File: src/rtl/sram_pkg.sv
// Shared types and default timing for the SRAM array controller.
package sram_pkg;

  localparam int unsigned DEF_ROWS    = 8;
  localparam int unsigned DEF_COLS    = 8;
  localparam int unsigned DEF_PRE_CYC = 2;
  localparam int unsigned DEF_WR_CYC  = 2;
  localparam int unsigned DEF_SA_CYC  = 3;

  typedef enum logic [1:0] {
    StIdle,
    StPrecharge,
    StAccess,
    StRecover
  } state_e;

  function automatic int unsigned max3(input int unsigned a, input int unsigned b,
                                       input int unsigned c);
    int unsigned m;
    m = (a > b) ? a : b;
    return (m > c) ? m : c;
  endfunction

endpackage

File: src/rtl/sram_row_dec.sv
// Row address to one-hot wordline decode; out-of-range addresses select nothing.
module sram_row_dec #(
  parameter int unsigned ROWS   = 8,
  parameter int unsigned ADDR_W = $clog2(ROWS)
) (
  input  logic [ADDR_W-1:0] addr,
  output logic [ROWS-1:0]   wl,
  output logic              oob
);

  always_comb begin
    wl = '0;
    for (int unsigned i = 0; i < ROWS; i++) begin
      wl[i] = (32'(addr) == i);
    end
    oob = (32'(addr) >= ROWS);
  end

endmodule

File: src/rtl/sram_ctrl.sv
// SRAM array sequencer: precharge, wordline access (write drive or sense), recover.
module sram_ctrl
  import sram_pkg::*;
#(
  parameter int unsigned ROWS    = DEF_ROWS,
  parameter int unsigned COLS    = DEF_COLS,
  parameter int unsigned ADDR_W  = $clog2(ROWS),
  parameter int unsigned PRE_CYC = DEF_PRE_CYC,
  parameter int unsigned WR_CYC  = DEF_WR_CYC,
  parameter int unsigned SA_CYC  = DEF_SA_CYC
) (
  input  logic              clk,
  input  logic              rst,
  input  logic              req_valid,
  output logic              req_ready,
  input  logic              req_we,
  input  logic [ADDR_W-1:0] req_addr,
  input  logic [COLS-1:0]   req_wdata,
  output logic              pre_en,
  output logic [ROWS-1:0]   wl_en,
  output logic              wd_en,
  output logic [COLS-1:0]   wd_data,
  output logic              sa_en,
  input  logic [COLS-1:0]   sa_out,
  output logic              rd_valid,
  output logic [COLS-1:0]   rd_data,
  output logic              err
);

  localparam int unsigned MAX_CYC = max3(PRE_CYC, WR_CYC, SA_CYC);
  localparam int unsigned CNT_W   = $clog2(MAX_CYC + 1);

  state_e              state_q, state_d;
  logic [CNT_W-1:0]    cnt_q, cnt_d;
  logic                we_q;
  logic [ADDR_W-1:0]   addr_q;
  logic [COLS-1:0]     wd_data_q, rd_data_q;
  logic [ROWS-1:0]     dec_wl;
  logic                dec_oob;
  logic                accept;
  logic                last;

  sram_row_dec #(
    .ROWS  (ROWS),
    .ADDR_W(ADDR_W)
  ) u_row_dec (
    .addr(addr_q),
    .wl  (dec_wl),
    .oob (dec_oob)
  );

  assign accept = req_valid && (state_q == StIdle);
  // Counter is loaded with duration-1 on phase entry and counts down to zero.
  assign last   = (cnt_q == '0);

  always_comb begin
    state_d   = state_q;
    cnt_d     = cnt_q;
    req_ready = 1'b0;
    pre_en    = 1'b0;
    wl_en     = '0;
    wd_en     = 1'b0;
    sa_en     = 1'b0;
    rd_valid  = 1'b0;
    err       = 1'b0;
    case (state_q)
      StIdle: begin
        req_ready = 1'b1;
        if (req_valid) begin
          state_d = StPrecharge;
          cnt_d   = CNT_W'(PRE_CYC - 1);
        end
      end
      StPrecharge: begin
        pre_en = 1'b1;
        if (last) begin
          state_d = StAccess;
          cnt_d   = we_q ? CNT_W'(WR_CYC - 1) : CNT_W'(SA_CYC - 1);
        end else begin
          cnt_d = cnt_q - CNT_W'(1);
        end
      end
      StAccess: begin
        wl_en = dec_wl;
        wd_en = we_q;
        sa_en = !we_q && last;
        if (last) begin
          state_d = StRecover;
        end else begin
          cnt_d = cnt_q - CNT_W'(1);
        end
      end
      StRecover: begin
        rd_valid = !we_q && !dec_oob;
        err      = dec_oob;
        state_d  = StIdle;
      end
      default: state_d = StIdle;
    endcase
  end

  always_ff @(posedge clk or posedge rst) begin
    if (rst) begin
      state_q   <= StIdle;
      cnt_q     <= '0;
      we_q      <= 1'b0;
      addr_q    <= '0;
      wd_data_q <= '0;
      rd_data_q <= '0;
    end else begin
      state_q <= state_d;
      cnt_q   <= cnt_d;
      if (accept) begin
        we_q   <= req_we;
        addr_q <= req_addr;
        if (req_we) begin
          wd_data_q <= req_wdata;
        end
      end
      if ((state_q == StAccess) && !we_q && last) begin
        rd_data_q <= sa_out;
      end
    end
  end

  assign wd_data = wd_data_q;
  assign rd_data = rd_data_q;

endmodule

File: config.mk
export PLATFORM = sky130hd
export DESIGN_NAME = sram_ctrl
export DESIGN_NICKNAME = d
export VERILOG_FILES = /design/src/rtl/sram_pkg.sv /design/src/rtl/sram_row_dec.sv /design/src/rtl/sram_ctrl.sv
export SDC_FILE = /design/constraint.sdc
export NUM_CORES = 1
export LEC_CHECK = 0
export CORE_ASPECT_RATIO = 1.4
export CORE_MARGIN = 2
export CORE_UTILIZATION = 39
export CTS_BUF_LIST = sky130_fd_sc_hd__clkbuf_16
export DETAILED_ROUTE_END_ITERATION = 7
export PLACE_DENSITY = 0.86
export SLEW_MARGIN = 20
export SYNTH_ARGS = -nofsm -noshare
export SYNTH_HDL_FRONTEND = slang
export SYNTH_HIERARCHICAL = 1
export SYNTH_SLANG_ARGS = --single-unit
File: constraint.sdc
create_clock -name clk -period 1.9 [get_ports clk]
set_input_delay 0.19 -clock clk [delete_from_list [all_inputs] [get_ports clk]]
set_output_delay 0.19 -clock clk [all_outputs]
set_load 0.005 [all_outputs]
# --- Word-level counts from Yosys, hierarchy flattened ---
# Index checks and enable logic that the tools add are counted.
word_totals:
  out_inout_bits: 30
  reg_bits: 24
  elab_cells: 47
classes:
  n_reduce_logical: 12
  mux: 14
  n_eq_ne: 14
  n_addsub: 1
op_table:
  columns: ["cell", "count"]
  rows:
  - ["$eq 3x3->1 const B", 4]
  - ["$mux 2", 6]
  - ["$mux 8", 1]
  - ["$ne 2x2->1 const B", 4]
  - ["$pmux 2 s4", 1]
  - ["$eq 3x2->1 const B", 2]
  - ["$pmux 2 s3", 1]
  - ["$reduce_and 3->1", 2]
  - ["$mux 1", 5]
  - ["$eq 2x2->1 const B", 2]
  - ["$logic_and 1x1->1", 4]
  - ["$logic_not 2->1", 2]
  - ["$eq 3x1->1 const B", 1]
  - ["$logic_not 3->1", 1]
  - ["$reduce_bool 3->1", 1]
  - ["$eq 2x1->1 const B", 1]
  - ["$reduce_and 2->1", 1]
  - ["$sub 2x1->2 const B", 1]
  - ["$logic_not 1->1", 1]

# --- Logic depth before layout (Yosys ltp) ---
depth:
  depth_word: 3
  ltp_mapped: 6
  ltp_nobuf: 6

# --- By module ---
# Netlist, hierarchy kept.
modules_own_cells:
  columns: ["module", "cells_each", "instances", "area_per_inst_um2", "seq_area_each_um2"]
  rows:
  - ["sram_ctrl", 92, 1, 1154.9, 600.6]
  - ["sram_row_dec", 10, 1, 76.3, 0.0]

# --- Worst setup path after synthesis ---
# No wires, ideal clock.
synth_timing:
  path_kind: "flip-flop to flip-flop"
  start: "register state_q[0]"
  end: "register cnt_q[0]"
  period_less_slack_ps: 1546
  arrival_time_ps: 1427
  setup_slack_ps: 354
  stages_incl_launch_ff: 6
  n_path_buf: 0
  required_ps: 1781
  path_cell_list: "dfrtp_1 > inv_1 > ha_1 > nor2b_4 > or3b_4 > a21o_2"
synth_via:
  elab_chain_len: 3
synth_lines:
  columns: ["item", "line_no", "text"]
  rows:
  - ["start: declaration", "sram_ctrl.sv:33", "state_e state_q, state_d;"]
  - ["start signal: assignment", "sram_ctrl.sv:104", "state_q <= StIdle;"]
  - ["start signal: assignment", "sram_ctrl.sv:111", "state_q <= state_d;"]
  - ["$eq 2x2->1, or another cell as far along", "sram_ctrl.sv:66", "case (state_q)"]
  - ["$ne 2x2->1 (no source line) / $reduce_bool 3->1 (equally long branches)", null, null]
  - ["$reduce_and 3->1 (no source line)", null, null]
  - ["end signal: assignment", "sram_ctrl.sv:112", "cnt_q <= cnt_d;"]
  - ["end: declaration", "sram_ctrl.sv:34", "logic [CNT_W-1:0] cnt_q, cnt_d;"]
# Several ways; a longest one is shown, not always the timed one.
# A chain may end at the register's enable or synchronous reset.

# --- Worst setup path after layout ---
layout_timing:
  start: "register state_q[1]"
  end: "output port wl_en[3]"
layout_via:
  elab_chain_len: 2
layout_lines:
  columns: ["item", "line_no", "text"]
  rows:
  - ["$eq 2x2->1", "sram_ctrl.sv:66", null]
  - ["$mux 8", "sram_ctrl.sv:66", null]
  - ["end: declaration", "sram_ctrl.sv:20", "output logic [ROWS-1:0] wl_en,"]
# Every way passes these cells.

==> impl_results.md <==
- Critical Path Max Stage Delay: 0.44 ns
- CTS Sinks: 24
- Mapped Area: 1230 um^2
- Post-route ant nets: 0
- Synth Register Bits: 24
- Slowest CP cell: clkdlybuf4s50_1
- Flop2flop setup slack: 0.24 ns
- Reg-to-Reg Start: state_q[1]$_DFFE_PP0P_
- Dominant synthesized flop cell: dfrtp_1
- Layout area overhead: 54.3%
- Die Y: 70.5 um
- Cells after synthesis: 102
- Post-DP Area: 1790 um^2
- Vias per cell: 4.90
- Most frequent cells in the layout: clkdlybuf4s50_1 (51), dfrtp_1 (24), mux2_2 (19)
- Syn nets: 132
- Mean Syn Cell Area: 12.1 um^2
- Number of global-route vias before repair: 1,022
- Rows: 24
- DPL Wire Length: 2.13 mm
- Hold Slack: 0.291 ns
- Post-synth ARST share: 1.00
- Outcome: finished clean
- Num CTS Buffers: 3
- Drt first-iter violations: 7
- CTS tree: built
- Ant. Diodes: 0
- Layout cells sized above 1: 0.250
- First-pass GRT wire length: 4.40 mm
- Layout Nets: 188
- CP cell instances: buf_4 > ha_4 > and2_1 > clkdlybuf4s50_1
- Slew Viols, Final: 0
- Setup violations, final: 0
- Most common cell after layout, fill and taps aside: clkdlybuf4s50_1
- Yosys cell types: 27
- Worst IR Drop VDD: 0.000887 V
- Max Root-Sink Buffers: 2
- I/O pins: 53
- Pwr dens: 1540 nW/um^2
- Clock Latency Late Sink: 0.25 ns
- Max cap viols: 0
- Pin count of the biggest net entering global routing: 25
- Root buf cell: clkbuf_16
- CP startpoint: state_q[1]$_DFFE_PP0P_
- I/O Buffers: 51
- Fmax: 552 MHz
- CP Class: reg -> out
- Via Count: 955
- Worst hold-check path type: in -> async
- Worst-path clk slew: 0.06 ns
- Post-route cell area: 1900 um^2
- Final GP Congestion: 0.737
- Count of flip-flops with a built-in enable after synthesis: 0
- Post-CTS Hold Buffers: 0
- Final Skew: 0.00175 ns
- Part of the cycle the worst path needs: 0.953
- Arr. time, crit path: 1.62 ns
- Fill cells: 265
- CP Capture Type: output pin
- Initial core utilization: 0.402
- Global Route Usage Sum: 0.156
- Worst Reg-to-Reg Cells: 5
- Die area: 3630 um^2
- H-tree depth: 1
- Final WS setup: 0.0890 ns
- Post-route DRC: 0
- Initial antenna violation count: 0
- Grt total ovfl: 0
- Fin crit period: 1.81 ns
- Leakage: 0.000813 uW
- Worst r2r dst: cnt_q[0]$_DFFE_PP0P_
- Post-DR wirelength/cell: 13.5 um
- CP Launch Type: flip-flop
- Yosys warns: 6
- Core area: 3060 um^2
- Crit Path Max Fanout: 11
- Sequential-to-total area share from yosys stat: 0.488
- Dpl ws: 0.199 ns
- Routed WL: 2.63 mm
- Fin. Hold Viols: 0
- Worst Path Required: 1.71 ns
- Die width: 51.5 um
- Detailed Routing Iterations Pass 1: 2
-- power breakdown --
part           switching [uW]  leakage [uW]  total [uW]  internal [uW]
registers                 199      0.000286         972            774
clock network             149     0.0000370         427            277
logic                     561      0.000490        1520            958
total                     909      0.000813        2920           2010
-- worst max path at each step --
| stage | to | slack, ns | cells past startpoint |
|---|---|---|---|
| after detailed placement | wl_en[3] | 0.20 | 4 |
| after global placement | wl_en[1] | 0.25 | 4 |
| after floorplan | cnt_q[0]$_DFFE_PP0P_ | 0.35 | 5 |
| final | wl_en[3] | 0.09 | 4 |
| after global routing | wl_en[2] | -0.005 | 4 |
| after CTS | wl_en[3] | 0.001 | 4 |
-- layout make-up --
type	count	area [um^2]	area share
flip-flops and latches	24	601	0.316
multi-input cells	69	623	0.328
inverters	7	26.3	0.0138
repair buffers	53	526	0.277
well taps	39	48.8	0.0257
clock buffers	3	75.1	0.0395
-- through the flow --
step	util	cells	TNS, ns	total power [uW]
6_report	0.620	195	0	2920
5_1_grt	0.620	195	-0.00604	3150
4_1_cts	0.609	194	0	2900
3_5_place_dp	0.583	191	0	2450
3_3_place_gp	0.583	191	0	2370
2_1_floorplan	-	102	0	1740
-- worst max-delay path, delay by kind of cell (launching register included) --
| kind | cells | cell delay (ns) |
|---|---|---|
| adders and majority gates | 1 | 0.18 |
| DFF | 1 | 0.43 |
| and+or+nand+nor | 1 | 0.15 |
| buffers and inverters | 2 | 0.60 |
-- cell usage after synthesis (2+ instances only) --
library cell	number	area share
and2_1	10	0.051
o21ai_0	2	0.0081
nor2_1	2	0.0061
nand2_1	6	0.018
dfrtp_1	24	0.49
mux2_2	19	0.17
a21oi_1	2	0.0081
ha_1	7	0.071
nor3b_1	4	0.024
and3b_2	3	0.024
inv_1	7	0.021
-- logic make-up after synthesis --
group | count (synthesis) | synth area share
DFF | 24 | 0.488
AOI/OAI and AO/OA | 10 | 0.0610
other | 1 | 0.00305
muxes | 19 | 0.174
adders and majority gates | 7 | 0.0711
buffers and inverters | 9 | 0.0305
and+or+nand+nor | 32 | 0.173
-- state kept, by name, indices dropped and copies added, names as in the netlist --
register,flops
rd_data,8
wd_data,8
addr_q,3
cnt_q,2
state_q,2
we_q,1
-- repair_timing --
action	CTS	global route
buffers inserted	0	1
endpoints found under the setup margin	9	10
hold endpoints to repair	0	0
resized for setup	1	5
-- metal layers --
metal / vias up / GRT usage / part of all wire
li1: 453 / - / -
met1: 461 / 0.171 / 0.39
met2: 36 / 0.291 / 0.55
met3: 5 / 0.0256 / 0.045
met4: 0 / 0.0556 / 0.016
met5: - / 0 / 0
No activity file was read; power rests on OpenSTA's default activity.
